<file path="src/rtl/spk_pkg.sv">
// Shared constants for the spike output stage: field widths, flit layout,
// FSM encoding and a helper that packs a spike flit.
package spk_pkg;

    localparam int FW        = 59;
    localparam int FTW       = 3;
    localparam int NNW       = 12;
    localparam int DST_WIDTH = 21;
    localparam int DST_DEPTH = 4;
    localparam int DST_AW    = $clog2(DST_DEPTH);
    localparam int FIFO_AW   = 4;
    localparam int CNTW      = 16;

    localparam logic [FTW-1:0] FLIT_SPK = 3'b001;

    localparam int FLIT_TYPE_LSB = FW - FTW;
    localparam int FLIT_DST_LSB  = FLIT_TYPE_LSB - DST_WIDTH;
    localparam int FLIT_NID_LSB  = 0;
    localparam int DST_FLG       = 0;

    typedef enum logic {
        IDLE = 1'b0,
        SEND = 1'b1
    } spk_state_e;

    // Bits between the destination field and the neuron index stay zero.
    function automatic logic [FW-1:0] spk_flit(input logic [DST_WIDTH-1:0] dst,
                                               input logic [NNW-1:0]       nid);
        logic [FW-1:0] f;
        f = '0;
        f[FLIT_TYPE_LSB +: FTW]      = FLIT_SPK;
        f[FLIT_DST_LSB +: DST_WIDTH] = dst;
        f[FLIT_NID_LSB +: NNW]       = nid;
        return f;
    endfunction

endpackage

</file>
<file path="src/rtl/spk_fifo.sv">
// Small synchronous FIFO holding fired neuron indices; head is readable
// combinationally so the sender can load it in the same cycle it pops.
module spk_fifo #(
    parameter int W  = 12,
    parameter int AW = 4
) (
    input  logic         clk,
    input  logic         rst_n,
    input  logic         push,
    input  logic         pop,
    input  logic [W-1:0] din,
    output logic [W-1:0] dout,
    output logic         full,
    output logic         empty
);

    localparam int DEPTH = 1 << AW;

    logic [W-1:0]  mem_q [DEPTH];
    logic [AW-1:0] wptr_q;
    logic [AW-1:0] rptr_q;
    logic [AW:0]   count_q;
    logic          do_push;
    logic          do_pop;

    assign full    = (count_q == (AW+1)'(DEPTH));
    assign empty   = (count_q == '0);
    assign do_pop  = pop && !empty;
    // A pop in the same cycle frees the slot, so a full FIFO can still accept.
    assign do_push = push && (!full || do_pop);
    assign dout    = mem_q[rptr_q];

    always_ff @(posedge clk or negedge rst_n) begin
        if (!rst_n) begin
            wptr_q  <= '0;
            rptr_q  <= '0;
            count_q <= '0;
        end else begin
            if (do_push) wptr_q <= wptr_q + 1'b1;
            if (do_pop)  rptr_q <= rptr_q + 1'b1;
            case ({do_push, do_pop})
                2'b10:   count_q <= count_q + 1'b1;
                2'b01:   count_q <= count_q - 1'b1;
                default: count_q <= count_q;
            endcase
        end
    end

    always_ff @(posedge clk) begin
        if (do_push) mem_q[wptr_q] <= din;
    end

endmodule

</file>
<file path="src/rtl/spk_out.sv">
// Spike output stage: buffers fired neuron indices and fans each one out to
// every enabled destination-table entry as a flit on the router port.
module spk_out
    import spk_pkg::*;
(
    input  logic                 clk_spk_out,
    input  logic                 rst_n,
    input  logic                 soma_spk_out_vld,
    input  logic                 soma_spk_out_fire,
    input  logic [NNW-1:0]       soma_spk_out_nid,
    input  logic                 config_spk_enable,
    input  logic                 config_spk_clear,
    input  logic                 config_dst_we,
    input  logic [DST_AW-1:0]    config_dst_waddr,
    input  logic [DST_WIDTH-1:0] config_dst_wdata,
    output logic                 spk_out_flit_vld,
    output logic [FW-1:0]        spk_out_flit,
    input  logic                 spk_out_flit_rdy,
    output logic                 spk_out_busy,
    output logic                 spk_out_overflow,
    output logic [CNTW-1:0]      spk_out_cnt
);

    localparam logic [DST_AW-1:0] IDX_LAST = DST_AW'(DST_DEPTH - 1);

    logic                 push_req;
    logic                 push_acc;
    logic                 pop;
    logic                 fifo_full;
    logic                 fifo_empty;
    logic [NNW-1:0]       fifo_dout;
    spk_state_e           state_q, state_d;
    logic [NNW-1:0]       nid_q, nid_d;
    logic [DST_AW-1:0]    idx_q, idx_d;
    logic [DST_WIDTH-1:0] dst_tbl [DST_DEPTH];
    logic [DST_WIDTH-1:0] entry;
    logic                 flit_vld;
    logic                 advance;
    logic                 busy;
    logic                 ovf_q;
    logic [CNTW-1:0]      cnt_q;

    assign push_req = soma_spk_out_vld && soma_spk_out_fire && config_spk_enable;
    assign push_acc = push_req && (!fifo_full || pop);
    assign busy     = !fifo_empty || (state_q != IDLE);
    assign entry    = dst_tbl[idx_q];

    spk_fifo #(
        .W  (NNW),
        .AW (FIFO_AW)
    ) u_fifo (
        .clk   (clk_spk_out),
        .rst_n (rst_n),
        .push  (push_acc),
        .pop   (pop),
        .din   (soma_spk_out_nid),
        .dout  (fifo_dout),
        .full  (fifo_full),
        .empty (fifo_empty)
    );

    // Table writes are locked out while busy so an in-flight flit never changes.
    for (genvar gi = 0; gi < DST_DEPTH; gi++) begin : g_tbl
        logic [DST_WIDTH-1:0] ent_q;
        always_ff @(posedge clk_spk_out or negedge rst_n) begin
            if (!rst_n) begin
                ent_q <= '0;
            end else if (config_dst_we && !busy && (config_dst_waddr == DST_AW'(gi))) begin
                ent_q <= config_dst_wdata;
            end
        end
        assign dst_tbl[gi] = ent_q;
    end

    always_ff @(posedge clk_spk_out or negedge rst_n) begin
        if (!rst_n) begin
            state_q <= IDLE;
            nid_q   <= '0;
            idx_q   <= '0;
        end else begin
            state_q <= state_d;
            nid_q   <= nid_d;
            idx_q   <= idx_d;
        end
    end

    // Disabled entries cost one cycle each; the last entry chains straight
    // into the next buffered neuron without returning to IDLE.
    always_comb begin
        state_d  = state_q;
        nid_d    = nid_q;
        idx_d    = idx_q;
        pop      = 1'b0;
        flit_vld = 1'b0;
        advance  = 1'b0;
        case (state_q)
            IDLE: begin
                if (!fifo_empty) begin
                    pop     = 1'b1;
                    nid_d   = fifo_dout;
                    idx_d   = '0;
                    state_d = SEND;
                end
            end
            SEND: begin
                flit_vld = entry[DST_FLG];
                advance  = !entry[DST_FLG] || spk_out_flit_rdy;
                if (advance) begin
                    if (idx_q != IDX_LAST) begin
                        idx_d = idx_q + 1'b1;
                    end else if (!fifo_empty) begin
                        pop   = 1'b1;
                        nid_d = fifo_dout;
                        idx_d = '0;
                    end else begin
                        state_d = IDLE;
                    end
                end
            end
        endcase
    end

    always_ff @(posedge clk_spk_out or negedge rst_n) begin
        if (!rst_n) begin
            ovf_q <= 1'b0;
            cnt_q <= '0;
        end else if (config_spk_clear) begin
            ovf_q <= 1'b0;
            cnt_q <= '0;
        end else begin
            if (push_acc)              cnt_q <= cnt_q + 1'b1;
            if (push_req && !push_acc) ovf_q <= 1'b1;
        end
    end

    assign spk_out_flit_vld = flit_vld;
    assign spk_out_flit     = flit_vld ? spk_flit(entry, nid_q) : '0;
    assign spk_out_busy     = busy;
    assign spk_out_overflow = ovf_q;
    assign spk_out_cnt      = cnt_q;

endmodule
</file>
<file path="config.mk">
export PLATFORM = sky130hd
export DESIGN_NAME = spk_out
export DESIGN_NICKNAME = d
export VERILOG_FILES = /design/src/rtl/spk_pkg.sv /design/src/rtl/spk_fifo.sv /design/src/rtl/spk_out.sv
export SDC_FILE = /design/constraint.sdc
export NUM_CORES = 1
export LEC_CHECK = 0
export CORE_ASPECT_RATIO = 1.4
export CORE_UTILIZATION = 62
export CTS_CLUSTER_DIAMETER = 200
export DETAILED_ROUTE_END_ITERATION = 8
export PLACE_DENSITY = 0.83
export SYNTH_ARGS = -nofsm -noshare
export SYNTH_HDL_FRONTEND = slang
export SYNTH_SLANG_ARGS = --single-unit
</file>
<file path="constraint.sdc">
create_clock -name clk_spk_out -period 8.65 [get_ports clk_spk_out]
set_clock_uncertainty 0.05 [all_clocks]
set_input_delay 0.865 -clock clk_spk_out [delete_from_list [all_inputs] [get_ports clk_spk_out]]
set_output_delay 0.865 -clock clk_spk_out [all_outputs]
set_load 0.02 [all_outputs]
</file>
Word-level counts from Yosys, hierarchy flattened --
Memory sizes are Yosys's and may differ from the RTL's. Cells that the tools add are included.
Cells by class: add/subtract/negate cells 6, multipliers 0, divide/modulo/power cells 0, $lt $le $gt $ge 1, eq/ne operators 9, shift-type cells 0, muxes and demuxes 27, bitwise operators 2, reductions and logical operators 26
Operators with widths (count):
- 57-bit 2-to-1 mux | 1
- 21-bit binary-select mux with 2-bit select | 1
- 21-bit 2-to-1 mux | 2
- 12-bit 2-to-1 mux | 3
- 16-bit 2-to-1 mux | 2
- 12-bit case mux with 2 select lines | 1
- 16-bit by 1-bit adder with 16-bit output (second input constant) | 1
- 1-bit logical AND | 11
- 1-bit 2-to-1 mux | 10
- 5-bit case mux with 2 select lines | 1
- 4-bit by 1-bit adder with 4-bit output (second input constant) | 2
- 2-bit == test (second input constant) | 3
- 2-bit 2-to-1 mux | 3
- 2-bit nonzero test | 3
- 5-bit by 1-bit adder with 5-bit output (second input constant) | 1
- 5-bit == test (second input constant) | 1
- 1-bit zero test | 5
- 5-bit zero test | 1
- 5-bit by 1-bit subtractor with 5-bit output (second input constant) | 1
- 2-bit by 1-bit == test with 1-bit output (second input constant) | 2
- 1-bit logical OR | 4
- 2-bit != test (second input constant) | 2
- 1-bit case mux with 2 select lines | 2
- 2-bit case mux with 2 select lines | 1
- 7 further kinds | 7
Storage, ports and cells: bits in registers 129, latch bits 0, memory bits (writable) 192, memory bits (read-only) 0, input port bits 43, output and inout bits 78, word-level logic and storage cells 84, memories kept 1
Memory list:
- u_fifo.mem_q | depth 16, width 12, read ports 1, clocked after Yosys merged registers in 0, write ports 1, line spk_fifo.sv:19 | logic [W-1:0] mem_q [DEPTH];

Depth between registers and ports, before layout --
depth after elaboration 14, mapped depth 15, mapped depth without buffers 13

By module --
A second synthesis with hierarchy kept.
Unflattened totals: cell total of the unflattened synthesis 822, area total of the unflattened synthesis 13794.5 µm²
By module, submodules not included:
- spk_fifo | times used 1, cells an instance 398, area each 8151.6 µm², seq. area each 6090.8 µm²
- spk_out | times used 1, cells an instance 424, area each 5642.9 µm², seq. area each 2902.8 µm²

Least setup slack after synthesis --
Ideal clock, no wire load.
path type input-to-reg, start input port spk_out_flit_rdy, end register u_fifo.count_q[4], library setup time 0.132 ns, arrival 3.234 ns, data required time 8.468 ns, setup slack 5.234 ns, stages on the path 14, buffers on the path 3, cell sequence nor2b_1 -> a221oi_4 -> o22a_1 -> buf_2 -> buf_4 -> ha_1 -> clkbuf_1 -> xor2_1 -> ha_1 -> a211oi_1 -> a21oi_1 -> a32oi_1 -> nor2_1 -> xor2_1
Between the ends: cells in the longest elaborated chain, start to end 8, elaborated cells between the ends (all ways) 12, classes of those cells 2 x eq/ne; 3 x mux; 7 x reduce/logical
Ends and longest elaborated chain:
- start: declaration | line spk_out.sv:18 | input logic spk_out_flit_rdy,
- 1-bit logical OR * | line spk_out.sv:107 | advance = !entry[DST_FLG] || spk_out_flit_rdy;
- 1-bit 2-to-1 mux * | line spk_out.sv:108 | if (advance) begin
- 1-bit case mux with 2 select lines * | line spk_out.sv:96 | case (state_q)
- 1-bit logical AND * | line spk_fifo.sv:28 | assign do_pop = pop && !empty;
- via u_fifo.do_pop | line spk_fifo.sv:24 | logic do_pop;
- 1-bit logical OR | line spk_fifo.sv:30 | assign do_push = push && (!full || do_pop);
- 1-bit logical AND | line spk_fifo.sv:30
- 2-bit by 1-bit == test with 1-bit output or 2-bit == test (tied branches) | line spk_fifo.sv:41 | case ({do_push, do_pop})
- 5-bit case mux with 2 select lines or 2-bit nonzero test (tied branches)
- end signal: assignment | line spk_fifo.sv:42 | 2'b10: count_q <= count_q + 1'b1;
- end signal: assignment | line spk_fifo.sv:43 | 2'b01: count_q <= count_q - 1'b1;
- end signal: assignment | line spk_fifo.sv:44 | default: count_q <= count_q;
- end: declaration | line spk_fifo.sv:22 | logic [AW:0] count_q;
The timed path passes the listed nets; every way through them passes the cells marked *. A chain may end at the register's enable or synchronous reset.

Worst setup path after layout --
start register idx_q[1], end output port spk_out_flit[6]
Between the ends: cells in the longest elaborated chain, start to end 6
Ends and longest elaborated chain:
- start: declaration | line spk_out.sv:34 | logic [DST_AW-1:0] idx_q, idx_d;
- start signal: assignment | line spk_out.sv:83 | idx_q <= idx_d;
- 2-bit inverter with 3-bit output (implied by the code) | line spk_out.sv:46 | assign entry = dst_tbl[idx_q];
- 21-bit binary-select mux with 2-bit select | line spk_out.sv:46
- 21-bit 2-to-1 mux (implied by the code) (2 in a row) | line spk_out.sv:46
- 1-bit 2-to-1 mux | line spk_out.sv:96
- 57-bit 2-to-1 mux | line spk_out.sv:137 | assign spk_out_flit = flit_vld ? spk_flit(entry, nid_q) : '0;
- end: declaration | line spk_out.sv:17 | output logic [FW-1:0] spk_out_flit,
Every way passes these cells. The select of a mux whose other input is x is not followed.

==> metrics.cfg <==
[setup_path]
worstSetupStartpointType=register
worst-r2r-cell-count=12
critical_path_arrival_ns=3.52
timing.critical_path.fanout_max=27
critical_path_required_ns=7.74
setup.worst_path.end_class=output port
timing.setup.critical_path_class=reg -> out

[layout]
final-seq-area_um2=9000
finish.cell_count_without_fillers=1207
layout.filler_cells=1248
area_taken_by_multi_input_logic_gates_um2=4290
layout_common_cells=edfxtp_1, dfrtp_1, mux2_2
commonest_non_fill_non_tap_cell_in_the_layout=edfxtp_1
nets=945
areaGrowthSynthToFinish_pct=15.6
utilization_pct=73.7
fraction_of_layout_cells_with_a_size_suffix_above_1_pct=26.1
num_antenna_cells=0

[synthesis]
syn_area_per_cell_um2=17.0
synth_top_flop_cell=edfxtp_1
edff_count_synth=192
synthDistinctLibCells=47
postSynth.asyncResetShare_pct=40.2
post_synthesis_sequential_area_ratio_pct=66.0
ys_seq_elements=321
yosysWarnings=0
post_synth_design_cell_area_um2=13600
synthesis.instances=803

[sta]
slew_headroom_pct=11.8
finalCriticalPeriod_ns=4.44
finalHoldViolations=0
setup_total_negative_slack_ns=0
max_freq_mhz=225
report.final.setup_viol=0
min_period_over_period_pct=51.3
tightest_slew_ns=1.32
hold_ws_ns=0.358
timing.final.max_slew_violations=0
rsz0062_at_grt=no

[global_routing]
maximum_number_of_pins_on_one_net_before_global_route_repair=66
total_grt_overflow=0
grt_first_pass_wirelength_mm=43.2
globalRouteTotalUtil_pct=25.7
antenna_found_initial=0
vias_in_the_first_global_route=7738

[routing]
drt_drc_violations_left=0
routed-via-count=7365
first_pass_iters=5
drt_first_iter_violations=424
wirelength_mm=27.7
routed_via_density=6.10
routed_wire_length_per_instance_um=22.9
antenna_viol_nets_final=0

[flow_run]
max_cap_violations=0

[placed_design]
portBuffers=95
detailedPlacementHpwl_mm=17.4
place.gp.congestion=0.770
dp_cells=1153

[cts]
clock_h_tree_levels=1
clockBufferDepth=3
clock-sinks=321
cts-hold-fix-buffers=0
cts_tree=yes
numCtsBuffers=29
clockRootBuffer=clkbuf_16
clkSlewWorstSetupHoldPaths_ns=0.06
postCtsSetupRepairBufs=0
post_cts_resized=0
clkLatencyLatePin_ns=0.56

[hold_path]
timing.hold.worst.class=in -> async

[outcome]
run_status=finished clean

[floorplan]
die-area_um2=22600
die_width_um=127
floorplan.die.height_um=177
floorplan.io_pins=121
total_number_of_placement_rows=63
floorplan.core_area_um2=21400
initial_standard_cell_utilization_of_the_core_pct=63.8

[power]
vdd.ir_drop.worst_uv=191
total_leakage_power_nw=5.97
power.density_nw_per_um2=277

[critical path: stages, from the launching register on]
cell and delay, ns:
dfrtp_1 1.12, nor2_1 0.18, a211oi_2 0.54, buf_4 0.34, and2_1 0.18, clkdlybuf4s50_1 0.60
[metal layers]
metal | wire, um | share of wire, % | GRT usage, %
met1 | 10200 | 37 | 31.5
met2 | 15100 | 55 | 46.4
met3 | 1470 | 5.3 | 3.44
met4 | 921 | 3.3 | 9.47
met5 | 0 | 0 | 0
[registers in the layout (all words and copies together), names as in the netlist]
name / cells
nid_q: 12
state_q: 1
u_fifo.wptr_q: 4
spk_out_overflow: 1
g_tbl.ent_q: 84
u_fifo.rptr_q: 4
idx_q: 2
u_fifo.count_q: 5
u_fifo.mem_q: 192
spk_out_cnt: 16
[power by group]
group          switching [mW]  internal, mW
logic                   0.537         0.545
registers               0.176          1.74
clock network           0.545         0.817
total                    1.26          3.10
[per-stage QoR]
step	power (mW)	worst slack [ns]	instance area (um2)
floorplan	2.70	5.23	13700
global placement	2.96	4.41	14700
detailed placement	3.01	4.30	14700
CTS	4.39	4.18	15700
global route	4.54	4.00	15700
finish	4.36	4.21	15700
[path summary, 6_finish.rpt]
check,slack (ns),start,end
setup / recovery,4.21,idx_q[1],spk_out_flit[6]
min in group clk_spk_out,0.45,g_tbl[3].ent_q[5],g_tbl[3].ent_q[5]
setup reg to reg,4.26,idx_q[1],u_fifo.count_q[4]
hold reg to reg,0.45,g_tbl[3].ent_q[5],g_tbl[3].ent_q[5]
hold / removal,0.36,rst_n,spk_out_cnt[15]
max in group asynchronous,6.83,rst_n,u_fifo.rptr_q[1]
[synth_stat cells, types with 2 or more instances]
cell type	instances	area share, %
mux2i_1	2	0.15
a21oi_1	13	0.48
or4_1	6	0.33
inv_1	6	0.17
nor3_2	2	0.15
nand3_1	5	0.18
and3_1	3	0.14
a211oi_1	4	0.22
nor2b_1	5	0.23
nor4_1	2	0.092
nor3_1	5	0.18
o21ai_0	8	0.29
nand2_1	31	0.85
a32oi_1	2	0.13
clkbuf_1	24	0.66
a22oi_1	22	1.2
nand2b_1	3	0.14
buf_2	9	0.33
edfxtp_1	192	42
buf_1	9	0.25
ha_1	10	0.92
buf_4	30	1.7
o31ai_1	6	0.33
nand4_1	5	0.23
o211ai_1	5	0.28
mux2_4	2	0.22
and2_1	34	1.6
nor2_1	28	0.77
mux2_2	98	8.1
or3_1	3	0.14
dfrtp_1	129	24
xnor2_1	7	0.45
mux4_2	69	11
xor2_1	11	0.71
[cell type report]
cell class              count  area share (%)
clock buffers              41            5.24
well taps                 292            2.32
flip-flops and latches    321            57.1
repair buffers            107            6.60
inverters                   7           0.183
clock inverters            13            1.31
multi-input cells         426            27.2
[cells by family after synthesis]
logic type | synth area share [%]
mux | 19.9
xor+xnor | 1.16
simple gates | 5.22
compound gates | 3.57
other cells | 0.0275
flops | 66.0
buf+inv | 3.19
fa+ha+maj | 0.919
Note: power is estimated with default switching activity, not from simulation.
